File: config.mk
export PLATFORM = sky130hd
export DESIGN_NAME = game_flow_ctrl
export DESIGN_NICKNAME = d
export VERILOG_FILES = /design/src/rtl/game_pkg.sv /design/src/rtl/hold_timer.sv /design/src/rtl/game_flow_ctrl.sv
export SDC_FILE = /design/constraint.sdc
export NUM_CORES = 1
export LEC_CHECK = 0
export BUFFER_PORTS_ARGS = -buffer_cell sky130_fd_sc_hd__clkbuf_2
export CAP_MARGIN = 40
export CORE_MARGIN = 5
export CORE_UTILIZATION = 59
export DETAILED_ROUTE_END_ITERATION = 10
export GPL_ROUTABILITY_DRIVEN = 1
export PLACE_DENSITY = 0.95
export SYNTH_ARGS = -nofsm -noshare
export SYNTH_HDL_FRONTEND = slang
export SYNTH_SLANG_ARGS = --single-unit
export TNS_END_PERCENT = 5
File: constraint.sdc
create_clock -name clk -period 3.1 [get_ports clk]
set_input_delay 0.31 -clock clk [delete_from_list [all_inputs] [get_ports clk]]
set_output_delay 0.31 -clock clk [all_outputs]
set_load 0.005 [all_outputs]
File: src/rtl/game_pkg.sv
// Shared state/control codes and helpers for the game sequencer and the display mux.
package game_pkg;

  localparam int unsigned ID_W    = 16;
  localparam int unsigned SCORE_W = 8;
  localparam int unsigned TIMER_W = 32;

  // Encodings double as the display mux control code.
  typedef enum logic [2:0] {
    ST_OUT   = 3'd0,
    ST_LEVEL = 3'd1,
    ST_PLAY  = 3'd2,
    ST_SCORE = 3'd3,
    ST_TOPID = 3'd4,
    ST_TOPSC = 3'd5
  } state_e;

  // Saturate each BCD digit at 9 so a glitchy score cannot show a hex digit.
  function automatic logic [SCORE_W-1:0] bcd_clamp(input logic [SCORE_W-1:0] v);
    logic [SCORE_W-1:0] r;
    r[7:4] = (v[7:4] > 4'd9) ? 4'd9 : v[7:4];
    r[3:0] = (v[3:0] > 4'd9) ? 4'd9 : v[3:0];
    return r;
  endfunction

endpackage

File: src/rtl/hold_timer.sv
// Down-counter: after a load of N, done is high during the Nth following cycle, then stops.
module hold_timer #(
  parameter int unsigned WIDTH = 32
) (
  input  logic             clk,
  input  logic             rst,
  input  logic             load,
  input  logic [WIDTH-1:0] load_val,
  output logic             done
);

  logic [WIDTH-1:0] cnt_q;
  logic             active_q;

  always_ff @(posedge clk) begin
    if (rst) begin
      cnt_q    <= '0;
      active_q <= 1'b0;
    end else if (load) begin
      cnt_q    <= (load_val == '0) ? '0 : load_val - WIDTH'(1);
      active_q <= 1'b1;
    end else if (active_q) begin
      // Stop at zero rather than wrapping.
      if (cnt_q == '0) begin
        active_q <= 1'b0;
      end else begin
        cnt_q <= cnt_q - WIDTH'(1);
      end
    end
  end

  assign done = active_q && (cnt_q == '0);

endmodule

File: src/rtl/game_flow_ctrl.sv
// Game sequencer: login, level select, play, timed post-game screens and top-score record.
module game_flow_ctrl
  import game_pkg::*;
#(
  parameter int unsigned HOLD_CYCLES = 50_000_000,
  parameter int unsigned GAME_CYCLES = 1_500_000_000,
  parameter int unsigned MIN_LEN     = 3,
  parameter int unsigned MAX_LEN     = 6
) (
  input  logic               clk,
  input  logic               rst,
  input  logic               login_valid,
  input  logic [ID_W-1:0]    login_id,
  input  logic               logout,
  input  logic               btn_next,
  input  logic               btn_start,
  input  logic               game_done,
  input  logic [SCORE_W-1:0] score_bcd,
  output logic [2:0]         ctrl_sig,
  output logic [2:0]         mode_len,
  output logic               game_start,
  output logic [ID_W-1:0]    cur_id,
  output logic [SCORE_W-1:0] last_score,
  output logic [ID_W-1:0]    top_id,
  output logic [SCORE_W-1:0] top_score,
  output logic               new_top
);

  state_e               state_q, state_d;
  logic [2:0]           mode_q, mode_d;
  logic [ID_W-1:0]      cur_id_q, cur_id_d, top_id_q, top_id_d;
  logic [SCORE_W-1:0]   last_q, last_d, top_sc_q, top_sc_d;
  logic                 top_valid_q, top_valid_d;
  logic                 game_start_q, game_start_d, new_top_q, new_top_d;
  logic                 timer_load, timer_done;
  logic [TIMER_W-1:0]   timer_val;
  logic [SCORE_W-1:0]   score_clamped;

  assign score_clamped = bcd_clamp(score_bcd);

  hold_timer #(
    .WIDTH(TIMER_W)
  ) u_timer (
    .clk     (clk),
    .rst     (rst),
    .load    (timer_load),
    .load_val(timer_val),
    .done    (timer_done)
  );

  always_comb begin
    state_d      = state_q;
    mode_d       = mode_q;
    cur_id_d     = cur_id_q;
    last_d       = last_q;
    top_id_d     = top_id_q;
    top_sc_d     = top_sc_q;
    top_valid_d  = top_valid_q;
    game_start_d = 1'b0;
    new_top_d    = 1'b0;
    timer_load   = 1'b0;
    timer_val    = TIMER_W'(HOLD_CYCLES);

    // Logout pre-empts everything, including a game ending in the same cycle.
    if (logout && (state_q != ST_OUT)) begin
      state_d  = ST_OUT;
      cur_id_d = '0;
    end else begin
      unique case (state_q)
        ST_OUT: begin
          if (login_valid) begin
            state_d  = ST_LEVEL;
            cur_id_d = login_id;
            mode_d   = 3'(MIN_LEN);
          end
        end
        ST_LEVEL: begin
          if (btn_start) begin
            state_d      = ST_PLAY;
            game_start_d = 1'b1;
            timer_load   = 1'b1;
            timer_val    = TIMER_W'(GAME_CYCLES);
          end else if (btn_next) begin
            mode_d = (mode_q >= 3'(MAX_LEN)) ? 3'(MIN_LEN) : mode_q + 3'd1;
          end
        end
        ST_PLAY: begin
          if (game_done || timer_done) begin
            last_d = score_clamped;
            // Strictly greater: a tie keeps the earlier holder.
            if (!top_valid_q || (score_clamped > top_sc_q)) begin
              top_id_d    = cur_id_q;
              top_sc_d    = score_clamped;
              top_valid_d = 1'b1;
              new_top_d   = 1'b1;
            end
            state_d    = ST_SCORE;
            timer_load = 1'b1;
          end
        end
        ST_SCORE: begin
          if (btn_next || timer_done) begin
            state_d    = ST_TOPID;
            timer_load = 1'b1;
          end
        end
        ST_TOPID: begin
          if (btn_next || timer_done) begin
            state_d    = ST_TOPSC;
            timer_load = 1'b1;
          end
        end
        ST_TOPSC: begin
          if (btn_next || timer_done) begin
            state_d = ST_LEVEL;
          end
        end
        default: state_d = ST_OUT;
      endcase
    end
  end

  always_ff @(posedge clk) begin
    if (rst) begin
      state_q      <= ST_OUT;
      mode_q       <= 3'(MIN_LEN);
      cur_id_q     <= '0;
      last_q       <= '0;
      top_id_q     <= '0;
      top_sc_q     <= '0;
      top_valid_q  <= 1'b0;
      game_start_q <= 1'b0;
      new_top_q    <= 1'b0;
    end else begin
      state_q      <= state_d;
      mode_q       <= mode_d;
      cur_id_q     <= cur_id_d;
      last_q       <= last_d;
      top_id_q     <= top_id_d;
      top_sc_q     <= top_sc_d;
      top_valid_q  <= top_valid_d;
      game_start_q <= game_start_d;
      new_top_q    <= new_top_d;
    end
  end

  assign ctrl_sig   = state_q;
  assign mode_len   = mode_q;
  assign game_start = game_start_q;
  assign cur_id     = cur_id_q;
  assign last_score = last_q;
  assign top_id     = top_id_q;
  assign top_score  = top_sc_q;
  assign new_top    = new_top_q;

endmodule

### Yosys cells after proc, flatten, opt, wreduce, memory -nomap -nowiden

Index checks and enable logic that the tools add are counted.

| cells by class | value |
|---|---|
| multiplexer cells | 30 |
| reduce and logical (&&, ||, !) cells | 22 |
| add/sub/neg operators | 3 |
| magnitude comparators | 4 |
| bitwise logic cells | 4 |
| equal/unequal tests | 14 |

Operator list:

| kind | number |
|---|---|
| $mux W32 | 4 |
| $mux W31 | 3 |
| $logic_not A32 Y1 | 2 |
| $sub A31 B1 Y32 const B | 1 |
| $sub A32 B1 Y32 const B | 1 |
| $mux W3 | 10 |
| $ne A2 B2 Y1 const B | 9 |
| $pmux W3 S6 | 1 |
| $gt A4 B4 Y1 const B | 2 |
| $gt A8 B8 Y1 | 1 |
| $mux W1 | 8 |
| $mux W4 | 2 |
| $eq A3 B2 Y1 const B | 2 |
| $eq A3 B3 Y1 const B | 2 |
| $pmux W3 S2 | 1 |
| $reduce_and A6 Y1 | 1 |
| $reduce_and A5 Y1 | 1 |
| $not A1 Y1 | 4 |
| $reduce_and A2 Y1 | 2 |
| $reduce_and A4 Y1 | 1 |
| $reduce_bool A2 Y1 | 2 |
| $reduce_or A2 Y1 | 2 |
| $reduce_or A4 Y1 | 1 |
| $add A3 B1 Y3 const B | 1 |
| 10 further kinds | 13 |

| word-level totals | value |
|---|---|
| input bits | 31 |
| output and inout bits | 56 |
| flip-flop bits (word level) | 90 |
| word-level logic and storage cells | 88 |

### Depth between registers and ports, before layout

| depth | value |
|---|---|
| word-level depth | 8 |
| depth in mapped cells | 11 |
| gate-level depth less buffers | 10 |

### Modules after synthesis

From an unflattened synthesis, not the netlist that was laid out.

| unflattened totals | value |
|---|---|
| cell total of the unflattened synthesis | 645 |
| area total of the unflattened synthesis | 5144.9 µm² |

By module, submodules not included:

| module | area an instance (µm²) | cells an instance | instances |
|---|---|---|---|
| game_flow_ctrl | 2608.8 | 305 | 1 |
| hold_timer | 2536.2 | 340 | 1 |

### Worst setup path after synthesis

OpenSTA, ideal clock, no wires.

| path | value |
|---|---|
| path type | in2reg |
| start point | input score_bcd[5] |
| end point | register top_id_q[15] (netlist: top_id[15]) |
| stages on the path | 10 |
| data arrival time | 2142 ps |
| slack | 888 ps |
| setup time | 71 ps |
| path through | o21a_1 -> nor2_1 -> inv_1 -> ha_1 -> nand4_1 -> nor2_1 -> o311ai_1 -> clkbuf_1 -> nand3_1 -> a21oi_1 |

| between the ends | value |
|---|---|
| word-level cells in the longest chain between the ends | 5 |

RTL lines:

| what | RTL line | text |
|---|---|---|
| from (decl) | game_flow_ctrl.sv:18 | `input logic [SCORE_W-1:0] score_bcd,` |
| $gt A4 B4 Y1 | game_pkg.sv:21 | `r[7:4] = (v[7:4] > 4'd9) ? 4'd9 : v[7:4];` |
| $mux W4 | game_pkg.sv:21 |  |
| named net score_clamped[4] | game_flow_ctrl.sv:37 | `logic [SCORE_W-1:0] score_clamped;` |
| $gt A8 B8 Y1 | game_flow_ctrl.sv:91 | `if (!top_valid_q \|\| (score_clamped > top_sc_q)) begin` |
| $logic_or A1 B1 Y1 | game_flow_ctrl.sv:91 |  |
| $reduce_and A4 Y1 (no source line) | -- |  |
| to (signal assigned) | game_flow_ctrl.sv:139 | `top_id_q <= top_id_d;` |
| to (decl) | game_flow_ctrl.sv:31 | `logic [ID_W-1:0] cur_id_q, cur_id_d, top_id_q, top_id_d;` |

The timed path passes the listed nets, and every way through them passes these cells.
A chain may end at the register's enable or synchronous reset.

### Final worst setup path

| path | value |
|---|---|
| start point | register u_timer.cnt_q[20] |
| end point | register top_sc_q[4] (netlist: top_score[4]) |

| between the ends | value |
|---|---|
| word-level cells in the longest chain between the ends | 4 |

RTL lines:

| what | RTL line | text |
|---|---|---|
| from (decl) | hold_timer.sv:12 | `logic [WIDTH-1:0] cnt_q;` |
| from (signal assigned) | hold_timer.sv:20 | `cnt_q <= (load_val == '0) ? '0 : load_val - WIDTH'(1);` |
| from (signal assigned) | hold_timer.sv:27 | `cnt_q <= cnt_q - WIDTH'(1);` |
| $logic_not A32 Y1 | hold_timer.sv:32 | `assign done = active_q && (cnt_q == '0);` |
| $logic_and A1 B1 Y1 | hold_timer.sv:32 |  |
| $logic_or A1 B1 Y1 | game_flow_ctrl.sv:88 | `if (game_done \|\| timer_done) begin` |
| $reduce_and A4 Y1 (no source line) | -- |  |
| to (signal assigned) | game_flow_ctrl.sv:140 | `top_sc_q <= top_sc_d;` |
| to (decl) | game_flow_ctrl.sv:32 | `logic [SCORE_W-1:0] last_q, last_d, top_sc_q, top_sc_d;` |

Every way passes these cells.

==> run metrics <==
FFs w/ async S/R, synth 0%; final setup fails 0; most frequent cell after synthesis dfxtp_1; Worst slew margin 55.2%; Seq/Total Area, Yosys 41.5%; Max Cap Violations 0; Clock Root Buffer clkbuf_8; Worst Path Class, Setup register to register; worst slew pin tran 667 ps; Yosys warnings 0; Post-synth EDFFs 0; CORE AREA 7210 um^2; Die Span X 95.8 um; Fin. Hold Viols 0; Clock Latency Late Sink 370 ps; Power, Total 0.00371 W; Hold Crit Class input pin to register; Final period util 80.1%; DRC viols 0; crit path launch u_timer.cnt_q[20]; status finished clean; Routability Congestion 0.927; area fraction of the dominant cell type after synthesis 41.5%; Syn Area/Cell 8.21 um^2; number of global-route vias before repair 3966; startpoint of the worst hold path login_id[4]; worst-path maximum fanout 35; skew final 11.9 ps; Slew Limit Fails 0; first-pass GRT wire length 18.2 mm; largest net degree at the start of global routing 48; CTS tree done; RSZ-0062 raised after global routing no; vias per cell 6.04; Overflow after GRT 0; 1st-iter DRT viols 397; Area contributors post-synth dfxtp_1, a21oi_1, nand2_1; Pwr Density 734 nW/um^2; Yosys top cell by area dfxtp_1; initial antenna violation count 0; Layout area overhead 16.4%; netlist area before placement 4340 um^2; post-CTS setup buffers 0; CP Launch Type register; initial core utilization 60.2%; routed wire length per instance 16.5 um; minimum clock period 2480 ps; Synth cell types 55; filler cell count 522; io pins 87; Hold-fix buffers, CTS 0; Post-Route WL 11.6 mm; design area 5050 um^2; Yosys reg bits 90; Static Leakage 2.02 nW; worst path required time 3390 ps; post-synth net total 575; Fmax 403 MHz; CTS Buf Count 9; CTS sink cnt 90; CP endpoint kind register; placed cell areas 4820 um^2; setup TNS 0 ps; Final HPWL DP 7.79 mm; Max Buffers Root-to-Sink 2; Tot GR Track Use 25.0%; reg-to-reg startpoint u_timer.cnt_q[20]; Detailed Routing Iterations Pass 1 5; I/O Buffers 86; Peak supply drop 0.555 mV; Main synth FF type dfxtp_1; Layout Nets 647; layout cells sized above 1 22.1%; Resize count post-CTS 0; row cnt 31; # diodes 0; Worst EP arrival 2770 ps; Die H 95.8 um; H-tree depth 3; clk slew on worst S/H paths 100 ps; top post-synthesis cells by count dfxtp_1, a21oi_1, nand2_1; DIE AREA 9170 um^2; vias 4257; post-route ant nets 0; Synth Instances 529
-- critical path, cell delays in order (launching register included) --
cell	delay, ps
dfxtp_1	400
nor4_1	420
and4_1	460
and4_4	310
o21a_1	120
buf_4	340
a21oi_1	120
a211oi_1	230
-- through the flow --
step           instances  setup WS [ps]  utilization (%)  hold slack, ps
2_1_floorplan        529            888                -             446
3_3_place_gp         689            782             66.8             446
3_5_place_dp         689            615             66.8             454
4_1_cts              705            663             70.0             139
5_1_grt              705            556             70.0             139
6_report             705            617             70.0             147
-- cells by family (layout without fill, tap and decap cells) --
logic type	after synthesis	count (layout)	share of synthesized area (%)
simple gates	195	195	24.2
compound gates	145	145	18.7
flops	90	90	41.5
buf+inv	54	131	5.13
xor+xnor	27	27	5.45
fa+ha+maj	15	15	4.32
mux	3	3	0.749
-- state kept, by name, indices dropped and copies added (netlist names) --
signal	count
ctrl_sig	3
cur_id	16
game_start	1
last_score	8
mode_len	3
new_top	1
top_id	16
top_score	8
top_valid_q	1
u_timer.active_q	1
u_timer.cnt_q	32
-- per-layer routing --
layer  vias to the layer above  share of wire (%)  track usage, %
li1                       1991                  -               -
met2                       215                 50            41.2
met5                         -                  0               0
met3                        42                7.3            5.63
met1                      2009                 40            30.8
met4                         0                3.3            12.0
-- path summary, 6_finish.rpt --
check                                endpoint  slack, ps  cells past startpoint
worst min register to register  last_score[6]        470                      2
worst min-delay path                cur_id[4]        150                      3
worst max register to register   top_score[4]        620                      7
worst max-delay path             top_score[4]        620                      7
-- report_power, final --
group / internal, W / switching, W / total [W]
sequential: 0.00131 / 0.000208 / 0.00152
combinational: 0.000503 / 0.000750 / 0.00125
clock: 0.000472 / 0.000464 / 0.000937
total: 0.00228 / 0.00142 / 0.00371
-- cell type report --
class / count / area, um^2 / share of cell area (%)
Multi-Input combinational cell: 385 / 2320 / 46.0
Sequential cell: 90 / 1800 / 35.7
Timing Repair Buffer: 94 / 490 / 9.71
Clock buffer: 9 / 124 / 2.45
Tap cell: 99 / 124 / 2.45
Clock inverter: 7 / 109 / 2.15
Inverter: 21 / 78.8 / 1.56
-- placed cells by master, fill, tap and decap left out, types with 9 or more instances in the layout --
cell      Yosys  final
xnor2_1      11     11
nand2_1      71     71
xor2_1       16     16
inv_1        21     21
nor3_1        9      9
o21ai_0      35     35
clkbuf_2      0     86
clkbuf_8      0      9
nor2_1       32     32
nand3_1      30     30
dfxtp_1      90     90
ha_1         15     15
a21oi_1      77     77
Power figures use the tool's default switching activity.
